<file path="config.mk">
export PLATFORM = sky130hd
export DESIGN_NAME = chan_stream_unpacker
export DESIGN_NICKNAME = d
export VERILOG_FILES = /design/src/rtl/chan_stream_pkg.sv /design/src/rtl/chan_stream_unpacker_fifo.sv /design/src/rtl/chan_stream_unpacker.sv
export SDC_FILE = /design/constraint.sdc
export NUM_CORES = 1
export LEC_CHECK = 0
export ABC_CLOCK_PERIOD_IN_PS = 3100
export CAP_MARGIN = 20
export CELL_PAD_IN_SITES_DETAIL_PLACEMENT = 1
export CELL_PAD_IN_SITES_GLOBAL_PLACEMENT = 1
export CORE_UTILIZATION = 44
export DETAILED_ROUTE_END_ITERATION = 16
export HOLD_SLACK_MARGIN = 0.15
export PLACE_DENSITY_LB_ADDON = 0.08
export SETUP_SLACK_MARGIN = 0.2
export SLEW_MARGIN = 5
export SYNTH_ARGS = -nofsm -noshare
export SYNTH_HDL_FRONTEND = slang
export SYNTH_SLANG_ARGS = --single-unit
</file>
<file path="constraint.sdc">
create_clock -name clk -period 3.1 [get_ports clk]
set_input_delay 0.465 -clock clk [delete_from_list [all_inputs] [get_ports clk]]
set_output_delay 0.465 -clock clk [all_outputs]
set_load 0.01 [all_outputs]
</file>
<file path="src/rtl/chan_stream_pkg.sv">
// chan_stream_pkg: shared widths and types for the channel stream unpacker
package chan_stream_pkg;
   localparam int CHAN_W         = 64;
   localparam int LANE_W_DEFAULT = 16;
   localparam int CNT_W_DEFAULT  = 32;
   // wide enough for any lane split of a 64-bit channel word, down to 1-bit lanes
   typedef logic [5:0]               lane_idx_t;
   typedef logic [CNT_W_DEFAULT-1:0] cnt_t;
endpackage

</file>
<file path="src/rtl/chan_stream_unpacker_fifo.sv">
// chan_fifo2: 2-deep FIFO whose ready output is registered as "not full"
module chan_fifo2 #(
   parameter int W = 64
) (
   input  logic         clk,
   input  logic         reset_n,
   input  logic         i_wr,
   input  logic [W-1:0] i_data,
   input  logic         i_rd,
   output logic         o_ready,
   output logic [W-1:0] o_head,
   output logic [1:0]   o_count
);
   logic [W-1:0] r_mem [2];
   logic         r_wp;
   logic         r_rp;
   logic [1:0]   r_cnt;
   logic         r_ready;
   logic [1:0]   w_cnt_nxt;

   assign w_cnt_nxt = r_cnt + {1'b0, i_wr} - {1'b0, i_rd};
   assign o_ready   = r_ready;
   assign o_head    = r_mem[r_rp];
   assign o_count   = r_cnt;

   // storage, pointers, occupancy and the look-ahead ready flag
   always_ff @(posedge clk or negedge reset_n) begin
      if (!reset_n) begin
         r_mem[0] <= '0;
         r_mem[1] <= '0;
         r_wp     <= 1'b0;
         r_rp     <= 1'b0;
         r_cnt    <= 2'd0;
         r_ready  <= 1'b0;
      end else begin
         if (i_wr) begin
            r_mem[r_wp] <= i_data;
            r_wp        <= ~r_wp;
         end
         if (i_rd) r_rp <= ~r_rp;
         r_cnt   <= w_cnt_nxt;
         r_ready <= (w_cnt_nxt != 2'd2);
      end
   end
endmodule

</file>
<file path="src/rtl/chan_stream_unpacker.sv">
// chan_stream_unpacker: buffers channel words and emits them as narrow lanes, LSB lane first
module chan_stream_unpacker
   import chan_stream_pkg::*;
#(
   parameter int IN_W   = CHAN_W,
   parameter int LANE_W = LANE_W_DEFAULT,
   parameter int CNT_W  = CNT_W_DEFAULT
) (
   input  logic              clk,
   input  logic              reset_n,
   input  logic [IN_W-1:0]   snk_data,
   input  logic              snk_valid,
   output logic              snk_ready,
   output logic [LANE_W-1:0] src_data,
   output logic              src_valid,
   input  logic              src_ready,
   output logic              src_sop,
   output logic              src_eop,
   input  logic              clr_counts,
   output logic [CNT_W-1:0]  words_in,
   output logic [CNT_W-1:0]  lanes_out,
   output logic              busy
);
   localparam int        NLANES = IN_W / LANE_W;
   localparam lane_idx_t LAST   = lane_idx_t'(NLANES - 1);

   logic [IN_W-1:0]   w_head;
   logic [1:0]        w_count;
   logic              w_wr;
   logic              w_load;
   logic              w_fill;
   logic              w_pop;
   lane_idx_t         r_lane;
   logic [LANE_W-1:0] r_src_data;
   logic              r_src_valid;
   logic              r_src_sop;
   logic              r_src_eop;
   logic [CNT_W-1:0]  r_words_in;
   logic [CNT_W-1:0]  r_lanes_out;

   assign w_wr   = snk_valid && snk_ready;
   assign w_load = !r_src_valid || src_ready;
   assign w_fill = w_load && (w_count != 2'd0);
   assign w_pop  = w_fill && (r_lane == LAST);

   chan_fifo2 #(.W(IN_W)) u_fifo (
      .clk     (clk),
      .reset_n (reset_n),
      .i_wr    (w_wr),
      .i_data  (snk_data),
      .i_rd    (w_pop),
      .o_ready (snk_ready),
      .o_head  (w_head),
      .o_count (w_count)
   );

   // output register: take the next lane of the head word whenever the slot is free or being accepted
   always_ff @(posedge clk or negedge reset_n) begin
      if (!reset_n) begin
         r_lane      <= '0;
         r_src_data  <= '0;
         r_src_valid <= 1'b0;
         r_src_sop   <= 1'b0;
         r_src_eop   <= 1'b0;
      end else if (w_load) begin
         r_src_valid <= w_fill;
         if (w_fill) begin
            r_src_data <= w_head[r_lane*LANE_W +: LANE_W];
            r_src_sop  <= (r_lane == '0);
            r_src_eop  <= (r_lane == LAST);
            r_lane     <= (r_lane == LAST) ? '0 : r_lane + 1'b1;
         end
      end
   end

   // status counters; a clear beats a same-cycle increment
   always_ff @(posedge clk or negedge reset_n) begin
      if (!reset_n) begin
         r_words_in  <= '0;
         r_lanes_out <= '0;
      end else begin
         r_words_in  <= clr_counts ? '0 : r_words_in + CNT_W'(w_wr);
         r_lanes_out <= clr_counts ? '0 : r_lanes_out + CNT_W'(r_src_valid && src_ready);
      end
   end

   assign src_data  = r_src_data;
   assign src_valid = r_src_valid;
   assign src_sop   = r_src_sop;
   assign src_eop   = r_src_eop;
   assign words_in  = r_words_in;
   assign lanes_out = r_lanes_out;
   assign busy      = (w_count != 2'd0) || r_src_valid;
endmodule

</file>
After elaboration in Yosys (flattened, before gate mapping)
Index checks and enable logic that the tools add are counted.
Cells by class
  add/subtract/negate cells: 5
  order comparisons: 3
  equal/unequal tests: 2
  shift-type cells: 1
  mux-type cells: 9
  bitwise logic cells: 4
  reduce and logical (&&, ||, !) cells: 11
Operators with widths (count)
  2-to-1 mux 64 bit: 4
  bitwise mux 128 bit: 1
  adder 32 x 1 -> 32 bit: 2
  demux 64 bit (select 1 bit): 1
  2-to-1 mux 32 bit: 2
  variable part select 64 x 11 -> 16 bit: 1
  adder 6 x 1 -> 6 bit, second input constant: 1
  equality test 6 x 2 -> 1 bit, second input constant: 1
  logical NOT 6 bit: 1
  2-to-1 mux 6 bit: 1
  logical AND 1 bit: 5
  greater-or-equal comparator 2 bit, second input constant: 2
  NOT 1 -> 2 bit: 2
  adder 2 x 1 -> 2 bit: 1
  logical OR 1 bit: 2
  less-than comparator 2 x 1 -> 1 bit, second input constant: 1
  inequality test 2 bit, second input constant: 1
  NOT 1 bit: 2
  AND reduction 2 bit: 1
  nonzero test 2 bit: 1
  subtractor 2 x 1 -> 2 bit: 1
  logical NOT 1 bit: 1
Storage, ports and cells
  flip-flop bits (word level): 222
  output and inout port bits: 85

Logic depth before layout (Yosys ltp)
Gate-level depths: netlist of run 1.
  depth after elaboration: 6
  mapped depth: 10
  gate-level depth less buffers: 10

Modules after synthesis
From an unflattened synthesis of run 1, not the netlist that was laid out.
Unflattened totals
  cell total of the unflattened synthesis: 801
  area, all modules: 10725.3 um^2
By module, submodules not included
  chan_fifo2: instances 1, cells an instance 358, area an instance 6054.6 um^2, seq. area each 3328.2 um^2
  chan_stream_unpacker: instances 1, cells an instance 443, area an instance 4670.7 um^2, seq. area each 2227.1 um^2

Least setup slack after synthesis of run 1
Ideal clock, no wire load.
  path type: in2reg
  start: input src_ready
  end: register r_lanes_out[23], in the netlist lanes_out[23]
  arrival time: 2.151 ns
  setup slack: 0.825 ns
  cell stages on the path: 7
  path buffers: 1
  cells stage by stage: and2_1 ha_1 nand3_1 or4_1 clkbuf_1 nor4_1 mux2_2
On the way
  word-level cells in the longest chain between the ends: 3
RTL lines
  from (decl): RTL line chan_stream_unpacker.sv:16  | input logic src_ready,
  logical AND 1 bit: RTL line chan_stream_unpacker.sv:83  | r_lanes_out <= clr_counts ? '0 : r_lanes_out + CNT_W'(r_src_valid && src_ready);
  adder 32 x 1 -> 32 bit: RTL line chan_stream_unpacker.sv:83
  2-to-1 mux 32 bit: RTL line chan_stream_unpacker.sv:83
  to (signal assigned): RTL line chan_stream_unpacker.sv:83
  to (decl): RTL line chan_stream_unpacker.sv:39  | logic [CNT_W-1:0] r_lanes_out;
Every way passes these cells.
A chain may end at the register's enable or synchronous reset.

Final worst setup path of run 1
  start: input snk_valid
  end: register r_words_in[31], in the netlist words_in[31]
On the way
  word-level cells in the longest chain between the ends: 3
RTL lines
  from (decl): RTL line chan_stream_unpacker.sv:12  | input logic snk_valid,
  logical AND 1 bit: RTL line chan_stream_unpacker.sv:41  | assign w_wr = snk_valid && snk_ready;
  named net u_fifo.i_wr: RTL line chan_stream_unpacker_fifo.sv:7  | input logic i_wr,
  adder 32 x 1 -> 32 bit: RTL line chan_stream_unpacker.sv:82  | r_words_in <= clr_counts ? '0 : r_words_in + CNT_W'(w_wr);
  2-to-1 mux 32 bit: RTL line chan_stream_unpacker.sv:82
  to (signal assigned): RTL line chan_stream_unpacker.sv:82
  to (decl): RTL line chan_stream_unpacker.sv:38  | logic [CNT_W-1:0] r_words_in;
The timed path passes the listed nets, and every way through them passes these cells.

==> impl_metrics.tcl, run 1 <==
set metrics [dict create \
    required_ps 3550 \
    max_freq_mhz 422 \
    seq_power_share_pct 41.1 \
    synth_area_sq_um 10100 \
    cts-root-buf "clkbuf_16" \
    dr.pass1.iters 4 \
    grt_pass1_wl_microns 42900 \
    worst_hold_path_type "in -> reg" \
    ys_seq_elements 222 \
    crit_buf_inv 2 \
    p_clk_share_pct 27.3 \
    synth_common_cells "dfrtp_1, mux2_2, nand2_1" \
    globalplace.congestion 0.782 \
    worst_slew_pin_slew_ps 947 \
    power.leakage_uw 0.00521 \
    die_area_sq_um 23600 \
    grt_use_met2_pct 42.8 \
    cts_sinks 222 \
    internal-power_uw 7780 \
    cp_top_family "simple AND/OR/NAND/NOR gates" \
    drtIter0Drc 200 \
    ir_drop_v 0.000525 \
    met3_usage_pct 4.68 \
    path_max_fanout 10 \
    p_sw_uw 3360 \
    wire_per_inst_microns 20.9 \
    final-setup-viol-count 0 \
    start_util_pct 44.8 \
    slowest_delay_ps 540 \
    finalWorstSetupSlack_ps 729 \
    h-tree-depth 1 \
    grt-ovfl-total 0 \
    slew_violations 0 \
    drive_gt1_share_pct 24.3 \
    nets 1019 \
    p_comb_share_pct 31.7 \
    cp-start-kind "input port" \
    synth_top_area_share_pct 55.0 \
    hold_viol_final 0 \
    period_share_pct 76.5 \
    fin_skew_ps 13.5 \
    place_hpwl_microns 17600 \
    grt_start_max_net_pins 89 \
    synth_cell_types 39 \
    synth_warnings 0 \
    synth.most_common_cell "dfrtp_1" \
    stdcell_count 1246 \
    synth_nets 866 \
    crit_path_end_kind "flip-flop" \
    seq_area_frac_synth_pct 55.0 \
    vias 7056 \
    place_ws_ps 236 \
    synth-edff-count 0 \
    diodes 0 \
    nFillCells 2241 \
    num_rows 55 \
    gr-usage-met1_pct 27.4 \
    track_usage_pct 23.0 \
    antenna_found_initial 2 \
    synth_area_leaders "dfrtp_1, mux2_2, mux4_2, xnor2_1, nand2_1" \
    die-height_microns 154 \
    fp.dieW_microns 154 \
    ios 154 \
    cts_buffers 26 \
    cts.clk_slew.worst_paths_ps 60 \
    wl_microns 26100 \
    cts_tree "built" \
    cts.path.max_buffers 3 \
    synthFlopType "dfrtp_1" \
    grt_pass1_vias 7864 \
    slew_headroom_pct 36.9 \
    crit_path_top_delay_cell "or4_1" \
    p_sw_share_pct 30.1 \
    drtAntennaViolNets 0 \
    rrSetupSlack_ps 770 \
    outcome "finished, final reports clean" \
    area_growth_pct 27.3 \
    maxCapViolCount 0 \
    synth_largest_area_cell "dfrtp_1" \
    async_flop_share_pct 100 \
    powerDensity_nw_per_um2 866 \
    grt-busiest-layer "met2" \
    worst_ep_arrival_time_ps 2830 \
    core_sq_um 22600 \
    clock_latency_ps 540 \
    finalPower_uw 11100 \
    rsz0062_at_grt "false" \
    setup_tns_ps 0 \
    avgSynthCellArea_sq_um 12.8 \
    portBuffers 153 \
    path_class "in -> reg" \
    drt-vias-per-instance 5.66 \
    path_cells "clkdlybuf4s50_1, nand2_1, inv_1, ha_1, and4_1, nand3_1, or4_1, a21oi_1" \
    drc 0 \
    numPlacedInstances 1198 \
    min_period_ps 2370 \
    postSynthCellCount 789 \
]
-- path summary, 6_finish.rpt --
kind / start / end / cells after the start
max in group asynchronous: reset_n / u_fifo.r_mem[92] / 3
max reg2reg: u_fifo.o_ready / words_in[31] / 7
max: snk_valid / words_in[31] / 8
min in group asynchronous: reset_n / lanes_out[11] / 2
min: clr_counts / words_in[29] / 3
min reg2reg: src_data[3] / src_data[3] / 2
-- area by class of cell --
type	count	area (sq um)	share of cell area, %
timing repair buffer	170	1700	13.2
clock inverter	6	58.8	0.457
inverter	19	71.3	0.554
sequential	222	5560	43.2
multi-input combinational	503	4310	33.5
clock buffer	41	817	6.35
tap	285	357	2.77
-- placed cells by master, fill, tap and decap left out, types with 3 or more instances in the layout --
| master | synthesis | layout |
|---|---|---|
| mux2_2 | 131 | 131 |
| mux4_2 | 32 | 32 |
| o31ai_1 | 18 | 18 |
| o21ai_0 | 31 | 31 |
| or3_1 | 19 | 19 |
| nor2_1 | 30 | 30 |
| nor2b_1 | 5 | 5 |
| o311ai_0 | 3 | 3 |
| and4_1 | 4 | 4 |
| mux2i_1 | 16 | 16 |
| ha_1 | 8 | 8 |
| nand2_1 | 46 | 45 |
| nand3_1 | 16 | 16 |
| buf_12 | 0 | 3 |
| clkbuf_16 | 0 | 26 |
| clkbuf_8 | 0 | 11 |
| xnor2_1 | 20 | 20 |
| and2_1 | 3 | 3 |
| nor4_1 | 10 | 10 |
| buf_4 | 0 | 13 |
| or2_2 | 4 | 4 |
| a21oi_1 | 32 | 32 |
| clkinv_2 | 0 | 4 |
| xor2_1 | 9 | 9 |
| nand4_1 | 18 | 18 |
| clkbuf_1 | 37 | 4 |
| or4_1 | 23 | 23 |
| dfrtp_1 | 222 | 221 |
| clkdlybuf4s50_1 | 0 | 151 |
| nor3_1 | 10 | 10 |
| inv_1 | 18 | 18 |
-- state kept, by name (all words and copies together), names as in the netlist --
register	flops
u_fifo.r_mem	128
u_fifo.o_ready	1
u_fifo.r_rp	1
src_sop	1
r_lane	6
src_valid	1
words_in	32
src_eop	1
u_fifo.o_count	2
u_fifo.r_wp	1
src_data	16
lanes_out	32
-- cells by family (layout without fill, tap and decap cells) --
kind of cell | after synthesis | in the layout | synth area share (%)
mux | 179 | 179 | 23.3
xor+xnor | 29 | 29 | 2.51
compound gates | 93 | 93 | 5.46
buf+inv | 64 | 236 | 2.49
fa+ha+maj | 8 | 8 | 0.990
flops | 222 | 222 | 55.0
simple gates | 194 | 194 | 10.3
-- metrics by stage --
step / cell area, sq um / hold slack (ps) / utilization [%]
after floorplan: 10100 / 169 / -
after global placement: 12000 / 463 / 53.1
after detailed placement: 12000 / 477 / 53.1
after CTS: 12900 / 280 / 57.0
after global routing: 12900 / 311 / 57.0
final: 12900 / 288 / 57.0
-- power by group through the flow --
| stage | registers (uW) | logic (uW) | clock network, uW |
|---|---|---|---|
| finish | 4580 | 3530 | 3040 |
| global route | 4720 | 3830 | 3220 |
| CTS | 4580 | 3620 | 3120 |
| detailed placement | 4620 | 3590 | 0 |
| global placement | 4490 | 3420 | 0 |
| floorplan | 4400 | 2450 | 0 |
-- per-layer routing --
layer	part of all wire, %	wire [microns]	up-vias
met2	54	14100	144
met4	1.5	393	2
met5	0.050	13	-
met1	39	10200	3673
met3	5.0	1320	35
li1	-	-	3202
-- worst reg2reg max path: stages, from the launching register on --
cell	delay, ps
dfrtp_1	350
nand2_1	140
inv_1	170
ha_1	250
and4_1	330
nand3_1	300
or4_1	540
a21oi_1	170
-- what timing repair did --
| item | in CTS | in global routing |
|---|---|---|
| setup buffers | 0 | 0 |
| hold endpoints to repair | 84 | 0 |
| resized for setup | 0 | 0 |
| hold buffers | 1 | 0 |
No activity file was read; power rests on OpenSTA's default activity.
==> run 2, diff against run 1 <==
- ABC_CLOCK_PERIOD_IN_PS: 3100 -> 2400
- clock period: 3.1 -> 2.4 ns (I/O delays scaled with it)
==> impl_metrics.tcl, run 2 (synthesized netlist as in run 1, its figures left out) <==
set metrics [dict create \
    outcome "finished, final reports clean" \
    path_class "reg -> reg" \
    timing.hold.ws_ps 373 \
    period_share_pct 91.1 \
    drc 0 \
    drtIter0Drc 224 \
    largest_reg_flops 128 \
    ir_drop_v 0.000677 \
    antenna_found_initial 2 \
    place_hpwl_microns 17900 \
    grt_pass1_vias 7898 \
    crit_path_frequent_cell "or4_4" \
    die-height_microns 154 \
    slowest_delay_ps 590 \
    slew_violations 0 \
    p_clk_share_pct 25.1 \
    path_cells "and2_4, ha_4, nand3_4, or4_4, buf_12, or4_4, a21oi_2" \
    grt_start_max_net_pins 68 \
    globalplace.congestion 0.793 \
    cts-root-buf "clkbuf_16" \
    ios 154 \
    drt-vias-per-instance 5.67 \
    worst_hold_path_type "in -> async" \
    fin_skew_ps 16.9 \
    p_sw_share_pct 29.9 \
    portBuffers 153 \
    wl_microns 26000 \
    dr.pass1.iters 4 \
    num_rows 55 \
    cts_tree "built" \
    die_area_sq_um 23600 \
    area_growth_pct 28.6 \
    required_ps 2830 \
    p_sw_uw 4210 \
    drtAntennaViolNets 0 \
    crit_buf_inv 1 \
    powerDensity_nw_per_um2 1080 \
    h-tree-depth 1 \
    min_period_ps 2190 \
    core_sq_um 22600 \
    cts_buffers 25 \
    seq_power_share_pct 42.0 \
    final_common_cell "dfrtp_1" \
    cp-start-kind "flip-flop" \
    cts.clk_slew.worst_paths_ps 60 \
    final_cell_mix "dfrtp_1, clkdlybuf4s50_1, mux2_2" \
    grt-ovfl-total 0 \
    path_max_fanout 7 \
    final_cell_area_sq_um 13000 \
    internal-power_uw 9850 \
    clock_latency_ps 520 \
    max_freq_mhz 457 \
    crit_path_top_delay_cell "or4_4" \
    place_area_sq_um 12200 \
    final-setup-viol-count 0 \
    rsz0062_at_grt "true" \
    utilization_pct 57.6 \
    cts.path.max_buffers 3 \
    power.leakage_uw 0.00526 \
    wire_per_inst_microns 20.7 \
    maxCapViolCount 0 \
    track_usage_pct 22.8 \
    top_register "u_fifo.r_mem" \
    drive_gt1_share_pct 26.0 \
    worst_ep_arrival_time_ps 2620 \
    r2r_start "src_valid" \
    grt_pass1_wl_microns 42500 \
    cp-startpoint "src_valid" \
    p_comb_share_pct 32.9 \
    worst_slew_pin_slew_ps 675 \
    hold_viol_final 0 \
    nets 1034 \
    vias 7138 \
    slew_headroom_pct 55.0 \
    start_util_pct 44.8 \
    fp.dieW_microns 154 \
    cts_sinks 222 \
    cp_top_family "simple AND/OR/NAND/NOR gates" \
    crit_path_end_kind "flip-flop" \
]
-- run 2: final timing paths --
| path | slack [ps] | to | cells after the start |
|---|---|---|---|
| hold reg to reg | 490 | src_data[3] | 2 |
| max in group asynchronous | 1200 | u_fifo.r_mem[123] | 3 |
| hold / removal | 370 | lanes_out[7] | 2 |
| setup / recovery | 210 | lanes_out[28] | 7 |
| setup reg to reg | 210 | lanes_out[28] | 7 |
| min in group clk | 390 | lanes_out[11] | 2 |
-- run 2: final cells by class --
class / count / area (sq um)
Sequential cell: 222 / 5560
Inverter: 19 / 71.3
Multi-Input combinational cell: 503 / 4370
Clock buffer: 38 / 724
Fill cell: 2237 / 9570
Clock inverter: 6 / 33.8
Timing Repair Buffer: 186 / 1880
Antenna cell: 1 / 2.50
Tap cell: 285 / 357
-- run 2: repair_timing --
| action | in CTS | in global routing |
|---|---|---|
| gates cloned | 0 | 1 |
| hold buffers | 1 | 0 |
| pin swaps | 1 | 7 |
| gates resized for setup | 2 | 7 |
| endpoints found under the hold margin | 57 | 0 |
| setup buffers | 2 | 1 |
| setup endpoints to repair | 5 | 25 |
-- run 2: stage by stage --
| step | std cells | setup slack, ps | total power (uW) | setup TNS [ps] |
|---|---|---|---|---|
| floorplan | 789 | 195 | 8860 | 0 |
| global placement | 1210 | -190 | 10300 | -1460 |
| detailed placement | 1210 | -251 | 10700 | -3290 |
| CTS | 1257 | 188 | 14300 | 0 |
| global route | 1259 | 150 | 14900 | 0 |
| finish | 1260 | 214 | 14100 | 0 |
-- run 2: power by group through the flow --
stage	registers [uW]	clock network, uW	logic (uW)
2_1_floorplan	5690	0	3180
3_3_place_gp	5790	0	4520
3_5_place_dp	5950	0	4720
4_1_cts	5900	3630	4740
5_1_grt	6080	3800	5000
6_report	5900	3530	4630
-- run 2: per-layer routing --
| layer | global-route usage (%) | vias to the layer above | share of wire [%] | wire length, microns |
|---|---|---|---|---|
| li1 | - | 3228 | - | - |
| met1 | 26.6 | 3707 | 40 | 10300 |
| met2 | 41.7 | 151 | 53 | 13700 |
| met3 | 4.74 | 50 | 5.0 | 1290 |
| met4 | 7.10 | 2 | 2.8 | 722 |
| met5 | 0 | - | 0.050 | 13 |
